File: config.mk
export PLATFORM = sky130hd
export DESIGN_NAME = tw_mul_stage
export DESIGN_NICKNAME = d
export VERILOG_FILES = /design/src/rtl/tw_mul_stage.sv
export SDC_FILE = /design/constraint.sdc
export NUM_CORES = 1
export LEC_CHECK = 0
export CAP_MARGIN = 20
export CORE_ASPECT_RATIO = 0.7
export CORE_MARGIN = 5
export CORE_UTILIZATION = 30
export CTS_CLUSTER_SIZE = 10
export DETAILED_ROUTE_END_ITERATION = 10
export PLACE_DENSITY = 0.46
export SYNTH_ARGS = -nofsm -noshare
export SYNTH_HDL_FRONTEND = slang
export SYNTH_SLANG_ARGS = --single-unit
export TNS_END_PERCENT = 20
File: constraint.sdc
create_clock -name clk -period 13.4 [get_ports clk]
set_input_delay 3.35 -clock clk [delete_from_list [all_inputs] [get_ports clk]]
set_output_delay 3.35 -clock clk [all_outputs]
set_load 0.01 [all_outputs]
File: src/rtl/tw_mul_stage.sv
// -----------------------------------------------------------------------------
// tw_mul_stage
//   Twiddle-multiply stage of an NTT butterfly (modulus q = 3329).
//   Four-stage pipeline, one sample per cycle, no backpressure:
//     S1  register inputs
//     S2  p = v*w (or v itself in bypass)
//     S3  t = (p*5039) >> 24 (Barrett quotient estimate), carry p
//     S4  r = p - t*q, one conditional subtract of q -> v_out
//   u, sel and mul_en ride alongside in delay-matched registers.
//
// Ports
//   clk        rising-edge clock
//   rst        synchronous active-high reset, clears every pipeline register
//   flush      synchronous clear of all stage valids (data left untouched)
//   in_valid   qualifies u_in, v_in, w_in, mul_en, sel_in
//   mul_en     1: v_out = v_in*w_in mod q, 0: v_out = v_in unchanged
//   sel_in     butterfly control tag carried with the data
//   u_in       upper operand, delay-matched only
//   v_in       lower operand (multiplicand)
//   w_in       twiddle factor
//   out_valid  qualifies u_out, v_out, sel_out (latency 4 cycles)
//   u_out      delayed u_in
//   v_out      reduced product or bypassed v_in
//   sel_out    delayed sel_in
// -----------------------------------------------------------------------------
module tw_mul_stage #(
  parameter int data_width = 12
) (
  input  logic                  clk,
  input  logic                  rst,
  input  logic                  flush,
  input  logic                  in_valid,
  input  logic                  mul_en,
  input  logic                  sel_in,
  input  logic [data_width-1:0] u_in,
  input  logic [data_width-1:0] v_in,
  input  logic [data_width-1:0] w_in,
  output logic                  out_valid,
  output logic [data_width-1:0] u_out,
  output logic [data_width-1:0] v_out,
  output logic                  sel_out
);

  localparam int p_w       = 2 * data_width;  // full product width
  localparam int r_w       = data_width + 1;  // Barrett remainder width, r < 2q
  localparam int q         = 3329;
  localparam int barrett_m = 5039;            // floor(2^24 / q)

  // S1
  logic                  s1_valid, s1_en, s1_sel;
  logic [data_width-1:0] s1_u, s1_v, s1_w;
  // S2
  logic                  s2_valid, s2_en, s2_sel;
  logic [data_width-1:0] s2_u;
  logic [p_w-1:0]        s2_p;
  // S3: only the low r_w bits of p matter from here on, because the true
  // remainder p - t*q fits in r_w bits and modular subtraction in that
  // width is exact. The bypass value also lives in those low bits.
  logic                  s3_valid, s3_en, s3_sel;
  logic [data_width-1:0] s3_u;
  logic [r_w-1:0]        s3_p;
  logic [r_w-1:0]        s3_t;

  logic [r_w-1:0]        t_next;
  logic [r_w-1:0]        r_raw;
  logic [data_width-1:0] v_red;
  logic [data_width-1:0] v_next;

  // NOTE: every signal written in always_comb gets a default first, so no
  // path can leave it unassigned and infer a latch.
  always_comb begin
    t_next = '0;
    r_raw  = '0;
    v_red  = '0;
    v_next = '0;
    // Quotient estimate; at most 1 below the true quotient, so r < 2q.
    t_next = r_w'((s2_p * (p_w + r_w)'(barrett_m)) >> p_w);
    r_raw  = s3_p - r_w'(s3_t * r_w'(q));
    v_red  = (r_raw >= r_w'(q)) ? data_width'(r_raw - r_w'(q)) : r_raw[data_width-1:0];
    v_next = s3_en ? v_red : s3_p[data_width-1:0];
  end

  // NOTE: sequential state uses non-blocking assignments only, so every
  // stage samples the previous stage's value from before this edge.
  always_ff @(posedge clk) begin
    if (rst) begin
      // NOTE: data registers are cleared along with the valids so the
      // outputs read 0 after reset, not just out_valid.
      s1_valid  <= 1'b0; s1_en <= 1'b0; s1_sel <= 1'b0;
      s1_u      <= '0;   s1_v  <= '0;   s1_w   <= '0;
      s2_valid  <= 1'b0; s2_en <= 1'b0; s2_sel <= 1'b0;
      s2_u      <= '0;   s2_p  <= '0;
      s3_valid  <= 1'b0; s3_en <= 1'b0; s3_sel <= 1'b0;
      s3_u      <= '0;   s3_p  <= '0;   s3_t   <= '0;
      out_valid <= 1'b0;
      u_out     <= '0;
      v_out     <= '0;
      sel_out   <= 1'b0;
    end else begin
      // Data path loads every cycle; only the valid chain is qualified.
      s1_u   <= u_in;
      s1_v   <= v_in;
      s1_w   <= w_in;
      s1_en  <= mul_en;
      s1_sel <= sel_in;

      s2_u   <= s1_u;
      s2_en  <= s1_en;
      s2_sel <= s1_sel;
      s2_p   <= s1_en ? p_w'(s1_v) * p_w'(s1_w) : p_w'(s1_v);

      s3_u   <= s2_u;
      s3_en  <= s2_en;
      s3_sel <= s2_sel;
      s3_p   <= s2_p[r_w-1:0];
      s3_t   <= t_next;

      u_out   <= s3_u;
      v_out   <= v_next;
      sel_out <= s3_sel;

      // Flush wins over in_valid: a coincident sample is dropped.
      s1_valid  <= in_valid & ~flush;
      s2_valid  <= s1_valid & ~flush;
      s3_valid  <= s2_valid & ~flush;
      out_valid <= s3_valid & ~flush;
    end
  end

endmodule

After elaboration in Yosys (flattened, before gate mapping)
Index checks and enable logic that the tools add are counted.
{ "totals": {"out_inout_bits": 26, "input_bits": 42, "ff_bits": 145} }
{ "classes": {"reduce_logical": 1, "order_cmp": 1, "n_bitwise": 6, "multipliers": 3, "mux": 3, "add_sub_neg": 2} }
{ "ops": {"columns": ["cell", "n"], "rows": [
  ["24-bit by 13-bit multiplier with 37-bit output, second input constant", 1],
  ["12-bit two-way mux", 3],
  ["12-bit by 12-bit multiplier with 24-bit output", 1],
  ["13-bit by 12-bit greater-or-equal comparator with 1-bit output, second input constant", 1],
  ["13-bit by 12-bit multiplier with 13-bit output, second input constant", 1],
  ["13-bit subtractor", 1],
  ["12-bit subtractor, second input constant", 1],
  ["1-bit bitwise AND", 4],
  ["1-bit NOT", 2],
  ["2-bit OR reduction", 1]
]} }

Logic depth before layout (Yosys ltp)
Gate-level depths: netlist (run 1).
{ "logic_depth": {"word_depth": 5, "mapped_depth": 22, "depth_no_buf": 21} }

Least setup slack after synthesis (run 1)
No wires, ideal clock.
{ "synth_path": {"kind": "reg2reg", "startpoint": "register s2_p[19]", "endpoint": "register s3_t[11]", "n_path_buf": 0, "path_stages_with_launch": 20, "setup_time_ns": 0.121, "synth_period_minus_slack_ns": 5.250, "arrival_ns": 5.130, "slack_ns": 8.150, "path_cell_list": "dfxtp_1 -> inv_1 -> fa_1 -> fa_1 -> inv_1 -> fa_1 -> fa_1 -> inv_1 -> fa_1 -> inv_1 -> ha_1 -> o21a_1 -> o21a_1 -> nand2_1 -> o31ai_1 -> a211oi_1 -> o31ai_1 -> a21oi_1 -> a21oi_1 -> mux2_2"} }
{ "synth_between": {"elab_chain_len": 1} }
{ "synth_lines": {"columns": ["element", "line", "source"], "rows": [
  ["start, declared", "55", "logic [p_w-1:0] s2_p;"],
  ["start signal, assigned", "110", "s2_p <= s1_en ? p_w'(s1_v) * p_w'(s1_w) : p_w'(s1_v);"],
  ["24-bit by 13-bit multiplier with 37-bit output", "77", "t_next = r_w'((s2_p * (p_w + r_w)'(barrett_m)) >> p_w);"],
  ["end signal, assigned", "116", "s3_t <= t_next;"],
  ["end, declared", "62", "logic [r_w-1:0] s3_t;"]
]} }
No other way between the ends.
A chain may end at the register's enable or synchronous reset.

Worst setup path after layout (run 1)
{ "layout_path": {"startpoint": "register s2_p[12]", "endpoint": "register s3_t[11]"} }
The elaborated chain is that of the path after synthesis.

==> reports/qor_table.md, run 1 <==
| Result | Value | Unit |
|---|---|---|
| Share of async-settable or async-resettable flops after synthesis | 0 | % |
| Unrepaired setup endpoints after global routing | false | - |
| Syn nets | 2,047 | - |
| CTS Hold Buffers Added | 0 | - |
| Hold crit path type | reg2reg | - |
| Area of the die | 55,600 | µm² |
| Clock transition at path regs | 0.07 | ns |
| PortBufs | 67 | - |
| Final Skew | 0.00981 | ns |
| Warnings, synthesis | 0 | - |
| Number of top-level pins | 68 | - |
| Dominant register cell in the synthesized netlist | sky130_fd_sc_hd__dfxtp_1 | - |
| Fraction of final layout cells with drive strength greater than 1 | 3.56 | % |
| Cells taking the most area after synthesis | sky130_fd_sc_hd__fa_1, sky130_fd_sc_hd__dfxtp_1, sky130_fd_sc_hd__ha_1 | - |
| Antenna violations before repair | 0 | - |
| Highest clock rate | 166 | MHz |
| Power per Cell Area | 132 | nW/µm² |
| Number of distinct standard cells referenced by the synthesized netlist | 63 | - |
| DR WL/cell | 15.2 | µm |
| Category of the worst setup path launch point | flop | - |
| Worst max-slew margin expressed relative to the limit | 42.4 | % |
| Number of design-rule violations left by the first detailed-router iteration | 323 | - |
| Switching power summed over all nets | 982 | µW |
| Cell-by-cell listing of the critical path | fa_1, fa_1, fa_1, fa_1, inv_1, fa_1, inv_1, ha_1, nand4_1, o31ai_1, a211oi_1, o31ai_1, a21oi_1, a21oi_1, mux2_2 | - |
| Maximum fanout count along the critical path | 7 | - |
| Proportion of netlist area held by the largest area contributor | 30.5 | % |
| Number of clock sinks | 145 | - |
| Finished layout cell area | 17,200 | µm² |
| Endpoints failing hold | 0 | - |
| Share of total power consumed by net switching | 43.3 | % |
| HPWL reported at the end of detailed placement | 29,000 | µm |
| Fin crit share | 45.0 | % |
| Clock network power share | 22.7 | % |
| Slew at the pin closest to its max-slew limit | 0.863 | ns |
| Critical path class | reg2reg | - |
| Clock tree from TritonCTS | built | - |
| Initial cell density of the core | 30.2 | % |
| Worst endpoint required time | 13.75 | ns |
| Number of vias per cell after detailed routing | 4.39 | - |
| CTS root buffer | sky130_fd_sc_hd__clkbuf_16 | - |
| Status | completed | - |
| Area post-placement | 16,600 | µm² |
| Setup-failing EPs final | 0 | - |
| Signed area change from the synthesized netlist to the final layout | 12.8 | % |
| Mean instance size in the synthesized netlist | 9.85 | µm² |
| Instance count of the mapped netlist | 1,552 | - |
| Width of the die | 280 | µm |
| Area of the placeable core | 50,600 | µm² |
| Fin Setup TNS | 0 | ns |
| Via count of the routed design | 9,987 | - |
| Antenna violation net count after detailed routing | 0 | - |
| Number of enable-type register cells in the synthesized netlist | 0 | - |
| Data arrival at the endpoint of the critical path | 6.38 | ns |
| Number of buffers added by the clock tree synthesis step | 17 | - |
| Static leakage | 8.57 | nW |
| Clock network latency to the later pin of the worst-skew pair | 0.45 | ns |
| Via count of the first global-routing pass | 11,000 | - |
| Setup ws final | 7.37 | ns |
| Max IR drop VDD | 0.129 | mV |
| Combinational cell fraction of total power | 55.3 | % |
| Maximum number of pins on one net before global-route repair | 86 | - |
| Maximum single-stage delay on the critical path | 0.62 | ns |
| Wire length of the first global-routing pass | 58,400 | µm |
| RePlAce Congestion | 0.840 | - |
| Total track usage | 13.3 | % |
| Endpoint class of the critical path | flop | - |
| # Post-CTS Setup Buffers | 0 | - |
| Standard-cell row count | 69 | - |
| Number of DRC violations after detailed routing | 0 | - |
| Sequential area share after synthesis | 19.0 | % |
| Min Clock Period, post-route | 6.03 | ns |
| Synthesis-stage register bit count | 145 | - |
| Sequential fraction of design power | 22.0 | % |
| Maximum Capacitance Violations | 0 | - |
| GR Overflow Total | 0 | - |
| P_int | 1.29 | mW |
| Die Y | 199 | µm |
| Router iterations before antenna repair | 5 | - |
| Number of instances resized during post-cts repair | 0 | - |
| Number of H-tree branching levels | 4 | - |
| Largest area contributor in the synthesized netlist | sky130_fd_sc_hd__fa_1 | - |
| Post-layout nets | 2,085 | - |
| Maximum buffer depth of the clock tree | 2 | - |
| Post-synth design cell area | 15,300 | µm² |
| Number of max-slew violations in the final report | 0 | - |
| Cell type of the slowest stage on the worst timing path | sky130_fd_sc_hd__dfxtp_1 | - |
| Antenna diode count | 0 | - |
| Total wire length | 34,500 | µm |
| Worst setup slack after placement | 7.29 | ns |
| Top cell by count, worst path | sky130_fd_sc_hd__fa_1 | - |
-- per-layer routing --
metal / track usage, % / up-vias / share of wire (%)
met5: 0 / - / 0
met4: 2.70 / 0 / 0.97
met3: 2.45 / 21 / 3.0
met2: 19.5 / 122 / 40
met1: 20.4 / 4958 / 56
li1: - / 4886 / -
-- placed cells by master, fill, tap and decap left out, types with 6 or more instances in the layout --
cell type                         instances
sky130_fd_sc_hd__clkbuf_16               17
sky130_fd_sc_hd__xor2_1                  27
sky130_fd_sc_hd__a211oi_1                13
sky130_fd_sc_hd__nand2b_1                10
sky130_fd_sc_hd__ha_1                   220
sky130_fd_sc_hd__o31ai_1                  7
sky130_fd_sc_hd__nor2b_1                 98
sky130_fd_sc_hd__and2_1                  61
sky130_fd_sc_hd__clkdlybuf4s50_1         66
sky130_fd_sc_hd__dfxtp_1                145
sky130_fd_sc_hd__nor3_1                   9
sky130_fd_sc_hd__nand2_1                114
sky130_fd_sc_hd__o21a_1                   7
sky130_fd_sc_hd__a21oi_1                 38
sky130_fd_sc_hd__inv_1                  303
sky130_fd_sc_hd__mux2i_1                 11
sky130_fd_sc_hd__a21o_1                   6
sky130_fd_sc_hd__nor2_1                  62
sky130_fd_sc_hd__fa_1                   233
sky130_fd_sc_hd__inv_8                    6
sky130_fd_sc_hd__nand3_1                 14
sky130_fd_sc_hd__nand4_1                  7
sky130_fd_sc_hd__xnor2_1                 31
sky130_fd_sc_hd__a31oi_1                  7
sky130_fd_sc_hd__o21ai_0                 21
-- power groups by stage --
stage / clock network, mW / registers (mW) / logic, mW
5_1_grt: 0.554 / 0.504 / 1.45
4_1_cts: 0.538 / 0.500 / 1.27
2_1_floorplan: 0 / 0.482 / 1.02
6_report: 0.516 / 0.499 / 1.25
3_3_place_gp: 0 / 0.509 / 1.25
3_5_place_dp: 0 / 0.509 / 1.26
-- cells in the mapped netlist (all sizes together), types with 22 or more instances --
cell	number
nor2	62
xnor2	31
clkbuf	42
a21oi	39
dfxtp	145
inv	303
xor2	27
o21ai	22
fa	233
ha	220
nor2b	98
nand2	114
and2	62
-- final cells by class --
type / count / area (µm²)
timing repair buffer: 70 / 691
tap: 674 / 843
clock buffer: 17 / 425
clock inverter: 15 / 211
sequential: 145 / 2900
multi-input combinational: 1053 / 11000
fill: 5294 / 33300
inverter: 303 / 1140
-- critical path, delay by kind of cell (launching register included) --
family / cells / cell delay, ns
muxes: 1 / 0.35
adders and majority gates: 6 / 2.90
and+or+nand+nor: 1 / 0.13
DFF: 1 / 0.62
buffers and inverters: 2 / 0.09
AOI/OAI and AO/OA: 5 / 1.83
-- state kept, by name, indices dropped and copies added (netlist names) --
name	count
s2_p	24
s3_p	13
s3_t	13
s1_u	12
s1_v	12
s1_w	12
s2_u	12
s3_u	12
u_out	12
v_out	12
out_valid	1
s1_en	1
s1_sel	1
s1_valid	1
s2_en	1
s2_sel	1
s2_valid	1
s3_en	1
s3_sel	1
s3_valid	1
sel_out	1
-- stage by stage --
step,hold WS (ns),utilization (%),std cells,power [mW]
floorplan,0.406,-,1552,1.50
global placement,0.406,32.8,2245,1.76
detailed placement,0.414,32.8,2245,1.77
CTS,0.432,34.1,2277,2.31
global route,0.448,34.1,2277,2.51
finish,0.428,34.1,2277,2.27
-- logic make-up after synthesis --
logic type	Yosys count	share of synthesized area (%)
compound gates	128	5.67
buf+inv	354	8.83
mux	15	1.02
simple gates	399	13.6
flops	145	19.0
fa+ha+maj	453	48.5
xor+xnor	58	3.32
-- worst paths after layout --
path / from / cells past startpoint / endpoint / slack [ns]
min reg2reg: s1_valid$_SDFF_PP0_ / 1 / s2_valid$_SDFF_PP0_ / 0.43
min: s1_valid$_SDFF_PP0_ / 1 / s2_valid$_SDFF_PP0_ / 0.43
max reg2reg: s2_p[12]$_SDFF_PP0_ / 15 / s3_t[11]$_SDFF_PP0_ / 7.37
max: s2_p[12]$_SDFF_PP0_ / 15 / s3_t[11]$_SDFF_PP0_ / 7.37
(Power assumes the default switching activity.)
==> run 2: changes to the inputs <==
Settings changed: PLACE_DENSITY 0.46 to 0.48.
Clock period 13.4 ns to 5.33 ns, I/O delays scaled along.
==> reports/qor_table.md, run 2 (synthesis gave the netlist of run 1 again) <==
| Result | Value | Unit |
|---|---|---|
| Maximum number of pins on one net before global-route repair | 60 | - |
| Critical R2R Capture | s3_t[12]$_SDFF_PP0_ | - |
| Largest registers ranked by flip-flop count | s2_p (24), s3_p (13), s3_t (13) | - |
| Critical path class | reg2reg | - |
| Standard-cell row count | 69 | - |
| PortBufs | 67 | - |
| Combinational cell fraction of total power | 58.8 | % |
| Width of the die | 280 | µm |
| Clock tree from TritonCTS | built | - |
| Number of buffers added by the clock tree synthesis step | 17 | - |
| Endpoints failing hold | 0 | - |
| Clock network latency to the later pin of the worst-skew pair | 0.45 | ns |
| Final Skew | 0.00960 | ns |
| Via count of the routed design | 10,500 | - |
| Clock network power share | 21.0 | % |
| Total track usage | 13.5 | % |
| R2r startpoint | s2_p[12]$_SDFF_PP0_ | - |
| Number of flip-flops under the largest register name | 24 | - |
| Hold Path Sink | s3_valid$_SDFF_PP0_ | - |
| Sequential fraction of design power | 20.3 | % |
| Highest-count cells in the layout ignoring fill and taps | sky130_fd_sc_hd__inv_1, sky130_fd_sc_hd__fa_1, sky130_fd_sc_hd__ha_1 | - |
| Number of vias per cell after detailed routing | 4.41 | - |
| Router iterations before antenna repair | 5 | - |
| Number of DRC violations after detailed routing | 0 | - |
| Maximum Capacitance Violations | 0 | - |
| Signed area change from the synthesized netlist to the final layout | 20.2 | % |
| Antenna diode count | 0 | - |
| Fraction of final layout cells with drive strength greater than 1 | 13.3 | % |
| Via count of the first global-routing pass | 11,400 | - |
| Clock transition at path regs | 0.06 | ns |
| Max IR drop VDD | 0.376 | mV |
| Share of total power consumed by net switching | 42.2 | % |
| Setup-failing EPs final | 0 | - |
| Highest clock rate | 191 | MHz |
| Static leakage | 9.17 | nW |
| Antenna violations before repair | 0 | - |
| Min Clock Period, post-route | 5.25 | ns |
| Worst max-slew margin expressed relative to the limit | 33.0 | % |
| Number of H-tree branching levels | 4 | - |
| GR Overflow Total | 0 | - |
| Maximum buffer depth of the clock tree | 2 | - |
| Most frequent standard cell in the layout excluding fill and tap cells | sky130_fd_sc_hd__inv_1 | - |
| Switching power summed over all nets | 2.52 | mW |
| Initial cell density of the core | 30.2 | % |
| Number of max-slew violations in the final report | 0 | - |
| Category of the worst setup path launch point | flop | - |
| Status | completed | - |
| Cells on Worst Hold Path | 1 | - |
| Number of clock sinks | 145 | - |
| Wire length of the first global-routing pass | 60,200 | µm |
| RePlAce Congestion | 0.861 | - |
| Inst Count DP | 2,355 | - |
| Unrepaired setup endpoints after global routing | true | - |
| Cell count of the worst reg-to-reg path | 19 | - |
| Antenna violation net count after detailed routing | 0 | - |
| Post-layout nets | 2,201 | - |
| HPWL reported at the end of detailed placement | 29,800 | µm |
| CTS Hold Buffers Added | 0 | - |
| Number of top-level pins | 68 | - |
| Reg2Reg Setup Slack | 0.08 | ns |
| P_int | 3.46 | mW |
| Hold crit path type | reg2reg | - |
| Area of the placeable core | 50,600 | µm² |
| Fin crit share | 98.5 | % |
| Area of the die | 55,600 | µm² |
| Data arrival at the endpoint of the critical path | 5.57 | ns |
| Slew at the pin closest to its max-slew limit | 1.00 | ns |
| Area post-placement | 17,500 | µm² |
| Worst endpoint required time | 5.65 | ns |
| DR WL/cell | 14.6 | µm |
| Power per Cell Area | 326 | nW/µm² |
| Die Y | 199 | µm |
| Finished layout cell area | 18,400 | µm² |
| Non-Filler Instances | 2,391 | - |
| Most flops, register | s2_p | - |
| Endpoint class of the critical path | flop | - |
| Number of design-rule violations left by the first detailed-router iteration | 585 | - |
| Maximum fanout count along the critical path | 4 | - |
| Total wire length | 34,900 | µm |
| CTS root buffer | sky130_fd_sc_hd__clkbuf_16 | - |
| Hold path start | s2_valid$_SDFF_PP0_ | - |
[run 2: cell count changes in the layout (fill, tap and decap cells not counted), moves of 5 or more]
cell / before / now
sky130_fd_sc_hd__inv_1: 303 / 298
sky130_fd_sc_hd__o21ai_0: 21 / 16
sky130_fd_sc_hd__fa_1: 233 / 227
sky130_fd_sc_hd__dfxtp_2: 0 / 18
sky130_fd_sc_hd__dfxtp_1: 145 / 122
sky130_fd_sc_hd__o21ai_1: 0 / 5
sky130_fd_sc_hd__dfxtp_4: 0 / 5
sky130_fd_sc_hd__a21oi_2: 1 / 7
sky130_fd_sc_hd__fa_2: 0 / 6
sky130_fd_sc_hd__inv_8: 6 / 0
sky130_fd_sc_hd__inv_2: 0 / 5
sky130_fd_sc_hd__a21oi_1: 38 / 32
sky130_fd_sc_hd__buf_4: 4 / 114
sky130_fd_sc_hd__ha_1: 220 / 215
[run 2: how the worst max path moves through the flow]
stage,startpoint,to,depth (start not counted)
after floorplan,s2_p[19]$_SDFF_PP0_,s3_t[11]$_SDFF_PP0_,19
after CTS,s2_p[11]$_SDFF_PP0_,s3_t[11]$_SDFF_PP0_,16
after global routing,s2_p[12]$_SDFF_PP0_,s3_t[12]$_SDFF_PP0_,19
after global placement,s2_p[11]$_SDFF_PP0_,s3_t[11]$_SDFF_PP0_,16
final,s2_p[12]$_SDFF_PP0_,s3_t[12]$_SDFF_PP0_,19
after detailed placement,s2_p[11]$_SDFF_PP0_,s3_t[11]$_SDFF_PP0_,16
[run 2: layout make-up]
cell class	instances	area, µm²
Fill cell	5240	32200
Multi-Input combinational cell	1053	11200
Sequential cell	145	2940
Timing Repair Buffer	186	1620
Inverter	303	1140
Tap cell	674	843
Clock buffer	19	453
Clock inverter	11	154
[run 2: per-layer routing]
metal,wire length [µm],global-route usage [%],share of wire (%),vias up
met5,0,0,0,-
met4,275,2.50,0.79,0
met3,1460,2.58,4.2,21
met2,14600,20.2,42,166
met1,18600,20.6,53,5223
li1,-,-,-,5125
[run 2: stage by stage]
stage	setup slack [ns]	utilization [%]	hold slack [ns]	TNS (ns)	total power [mW]
floorplan	0.0797	-	0.406	0	3.77
detailed placement	-0.323	34.6	0.416	-1.20	4.62
global route	-0.130	36.3	0.447	-0.519	6.59
CTS	-0.0644	35.8	0.431	-0.114	5.95
finish	0.0817	36.3	0.426	0	5.98
global placement	-0.153	34.6	0.409	-0.318	4.60
[run 2: timing repair]
action,CTS,global route
resized for setup,10,63
setup buffers,0,6
setup endpoints to repair,10,19
pin swaps,2,41
endpoints found under the hold margin,0,0
[run 2: critical path, stage by stage, from the launching register on]
cell and delay (ns):
sky130_fd_sc_hd__dfxtp_2 0.36, sky130_fd_sc_hd__buf_4 0.15, sky130_fd_sc_hd__fa_2 0.49, sky130_fd_sc_hd__fa_2 0.61, sky130_fd_sc_hd__fa_1 0.43, sky130_fd_sc_hd__fa_1 0.50, sky130_fd_sc_hd__inv_1 0.06, sky130_fd_sc_hd__fa_1 0.53
sky130_fd_sc_hd__inv_1 0.04, sky130_fd_sc_hd__ha_1 0.19, sky130_fd_sc_hd__a211oi_2 0.21, sky130_fd_sc_hd__o21bai_1 0.10, sky130_fd_sc_hd__a211oi_2 0.26, sky130_fd_sc_hd__o31ai_2 0.13, sky130_fd_sc_hd__a211oi_2 0.22, sky130_fd_sc_hd__buf_4 0.18
sky130_fd_sc_hd__o31ai_4 0.11, sky130_fd_sc_hd__a221oi_2 0.32, sky130_fd_sc_hd__xor2_1 0.17, sky130_fd_sc_hd__nor2_1 0.05
[run 2: power by group through the flow]
| stage | Clock [mW] | Sequential, mW | Combinational [mW] |
|---|---|---|---|
| floorplan | 0 | 1.21 | 2.56 |
| global route | 1.36 | 1.22 | 4.01 |
| finish | 1.25 | 1.21 | 3.52 |
| global placement | 0 | 1.23 | 3.37 |
| detailed placement | 0 | 1.23 | 3.39 |
| CTS | 1.30 | 1.21 | 3.44 |
==> run 3: changes to the inputs <==
Settings changed: REMOVE_ABC_BUFFERS from default to 1.
==> reports/qor_table.md, run 3 (synthesis gave the netlist of run 1 again) <==
| Result | Value | Unit |
|---|---|---|
| Router iterations before antenna repair | 4 | - |
| Hold crit path type | reg2reg | - |
| Number of top-level pins | 68 | - |
| Fin crit share | 98.3 | % |
| Clock transition at path regs | 0.07 | ns |
| Area of the placeable core | 50,600 | µm² |
| Family of cells with the greatest summed delay on the critical path | adder cells | - |
| Area of the die | 55,600 | µm² |
| Number of design-rule violations left by the first detailed-router iteration | 366 | - |
| Fin Setup TNS | 0 | ns |
| Static leakage | 9.11 | nW |
| Max IR drop VDD | 0.383 | mV |
| Worst max-slew margin expressed relative to the limit | 56.8 | % |
| Worst setup slack after placement | -0.263 | ns |
| Status | completed | - |
| GR Overflow Total | 0 | - |
| Worst endpoint required time | 5.67 | ns |
| Unrepaired setup endpoints after global routing | true | - |
| Number of vias per cell after detailed routing | 4.36 | - |
| Largest registers ranked by flip-flop count | s2_p (24), s3_p (13), s3_t (13) | - |
| Standard-cell row count | 69 | - |
| Initial cell density of the core | 30.2 | % |
| Antenna violations before repair | 0 | - |
| Number of clock sinks | 145 | - |
| Antenna diode count | 0 | - |
| DR WL/cell | 14.2 | µm |
| Cell type of the slowest stage on the worst timing path | sky130_fd_sc_hd__fa_1 | - |
| Wire length of the first global-routing pass | 58,700 | µm |
| Setup ws final | 0.0882 | ns |
| Total of fill cells in the finished design | 5,287 | - |
| Number of flip-flops under the largest register name | 24 | - |
| Fraction of final layout cells with drive strength greater than 1 | 13.2 | % |
| PortBufs | 67 | - |
| Post-layout nets | 2,184 | - |
| Total track usage | 13.1 | % |
| RePlAce Congestion | 0.837 | - |
| Number of buffers and inverters on the critical path | 5 | - |
| Maximum buffer depth of the clock tree | 2 | - |
| Area post-placement | 17,300 | µm² |
| Top cell by count, worst path | sky130_fd_sc_hd__fa_1 | - |
| Maximum fanout count along the critical path | 3 | - |
| Data arrival at the endpoint of the critical path | 5.58 | ns |
| Via count of the first global-routing pass | 11,400 | - |
| Via count of the routed design | 10,400 | - |
| Most flops, register | s2_p | - |
| HPWL reported at the end of detailed placement | 28,300 | µm |
| Clock tree from TritonCTS | built | - |
| Antenna violation net count after detailed routing | 0 | - |
| Category of the worst setup path launch point | flop | - |
| Critical path class | reg2reg | - |
| Slew at the pin closest to its max-slew limit | 0.644 | ns |
| Number of max-slew violations in the final report | 0 | - |
| Setup-failing EPs final | 0 | - |
| Highest clock rate | 191 | MHz |
| Signed area change from the synthesized netlist to the final layout | 20.3 | % |
| Endpoints failing hold | 0 | - |
| Width of the die | 280 | µm |
| Final hold slack | 0.429 | ns |
| Maximum single-stage delay on the critical path | 0.55 | ns |
| Power per Cell Area | 329 | nW/µm² |
| Finished layout cell area | 18,400 | µm² |
| Most frequent standard cell in the layout excluding fill and tap cells | sky130_fd_sc_hd__inv_1 | - |
| CTS root buffer | sky130_fd_sc_hd__clkbuf_16 | - |
| Clock network latency to the later pin of the worst-skew pair | 0.46 | ns |
| Maximum number of pins on one net before global-route repair | 59 | - |
| Number of DRC violations after detailed routing | 0 | - |
| Final cell utilization of the core | 36.3 | % |
| Final Skew | 0.0263 | ns |
| Number of H-tree branching levels | 4 | - |
| Highest-count cells in the layout ignoring fill and taps | sky130_fd_sc_hd__inv_1, sky130_fd_sc_hd__fa_1, sky130_fd_sc_hd__ha_1 | - |
| Min Clock Period, post-route | 5.24 | ns |
| Endpoint class of the critical path | flop | - |
| Maximum Capacitance Violations | 0 | - |
| Total wire length | 33,700 | µm |
| Number of buffers added by the clock tree synthesis step | 17 | - |
| Cell-by-cell listing of the critical path | buf_6, fa_2, fa_1, fa_1, fa_1, inv_2, fa_1, inv_1, ha_1, o21a_1, o21a_1, buf_4, nand2_1, o31ai_4, a211oi_2, buf_4, o31ai_4, a21oi_2, a21oi_2, mux2_2 | - |
| Die Y | 199 | µm |
run 3: changes by cell type in the layout (fill, tap and decap cells not counted), sizes merged:
| cell | delta |
|---|---|
| bufinv | -2 |
| inv | +3 |
| buf | -17 |
| clkinvlp | -1 |
| clkinv | +4 |
| clkbuf | -2 |
run 3: final timing paths:
path / slack (ns) / cells past startpoint / from / to
min: 0.43 / 1 / s1_valid$_SDFF_PP0_ / s2_valid$_SDFF_PP0_
max reg2reg: 0.09 / 20 / s2_p[20]$_SDFF_PP0_ / s3_t[11]$_SDFF_PP0_
min reg2reg: 0.43 / 1 / s1_valid$_SDFF_PP0_ / s2_valid$_SDFF_PP0_
max: 0.09 / 20 / s2_p[20]$_SDFF_PP0_ / s3_t[11]$_SDFF_PP0_
run 3: worst register-to-register path, stage by stage (launching register included):
cell and delay, ns:
sky130_fd_sc_hd__dfxtp_2 0.33, sky130_fd_sc_hd__buf_6 0.12, sky130_fd_sc_hd__fa_2 0.46, sky130_fd_sc_hd__fa_1 0.55, sky130_fd_sc_hd__fa_1 0.52, sky130_fd_sc_hd__fa_1 0.53, sky130_fd_sc_hd__inv_2 0.04, sky130_fd_sc_hd__fa_1 0.47
sky130_fd_sc_hd__inv_1 0.04, sky130_fd_sc_hd__ha_1 0.26, sky130_fd_sc_hd__o21a_1 0.12, sky130_fd_sc_hd__o21a_1 0.18, sky130_fd_sc_hd__buf_4 0.12, sky130_fd_sc_hd__nand2_1 0.08, sky130_fd_sc_hd__o31ai_4 0.22, sky130_fd_sc_hd__a211oi_2 0.08
sky130_fd_sc_hd__buf_4 0.17, sky130_fd_sc_hd__o31ai_4 0.25, sky130_fd_sc_hd__a21oi_2 0.11, sky130_fd_sc_hd__a21oi_2 0.15, sky130_fd_sc_hd__mux2_2 0.34
run 3: report_power, final:
group / switching (mW) / internal (mW)
registers: 0.0667 / 1.14
clock network: 0.584 / 0.681
logic: 2.00 / 1.58
run 3: final cells by class:
cell class                      instances  area [µm²]  share of cell area [%]
Clock buffer                           17         425                    2.31
Tap cell                              674         843                    4.59
Sequential cell                       145        2970                    16.1
Clock inverter                         15         206                    1.12
Inverter                              303        1140                    6.19
Multi-Input combinational cell       1053       11300                    61.4
Timing Repair Buffer                  169        1520                    8.29
run 3: repair_timing:
item,4_1_cts,5_1_grt
resized for setup,16,80
setup endpoints to repair,10,18
pin swaps,3,49
setup buffers,0,10
hold buffers,0,0
run 3: metal layers:
layer	up-vias	track usage [%]	routed length [µm]
li1	5098	-	-
met3	13	2.84	1330
met5	-	0	0
met1	5133	19.7	18200
met2	124	19.6	13900
met4	0	2.26	250
run 3: metrics by stage:
step / instances / power (mW)
after detailed placement: 2334 / 4.60
after global placement: 2334 / 4.57
after global routing: 2376 / 6.68
after floorplan: 1501 / 3.67
final: 2376 / 6.05
after CTS: 2366 / 5.96
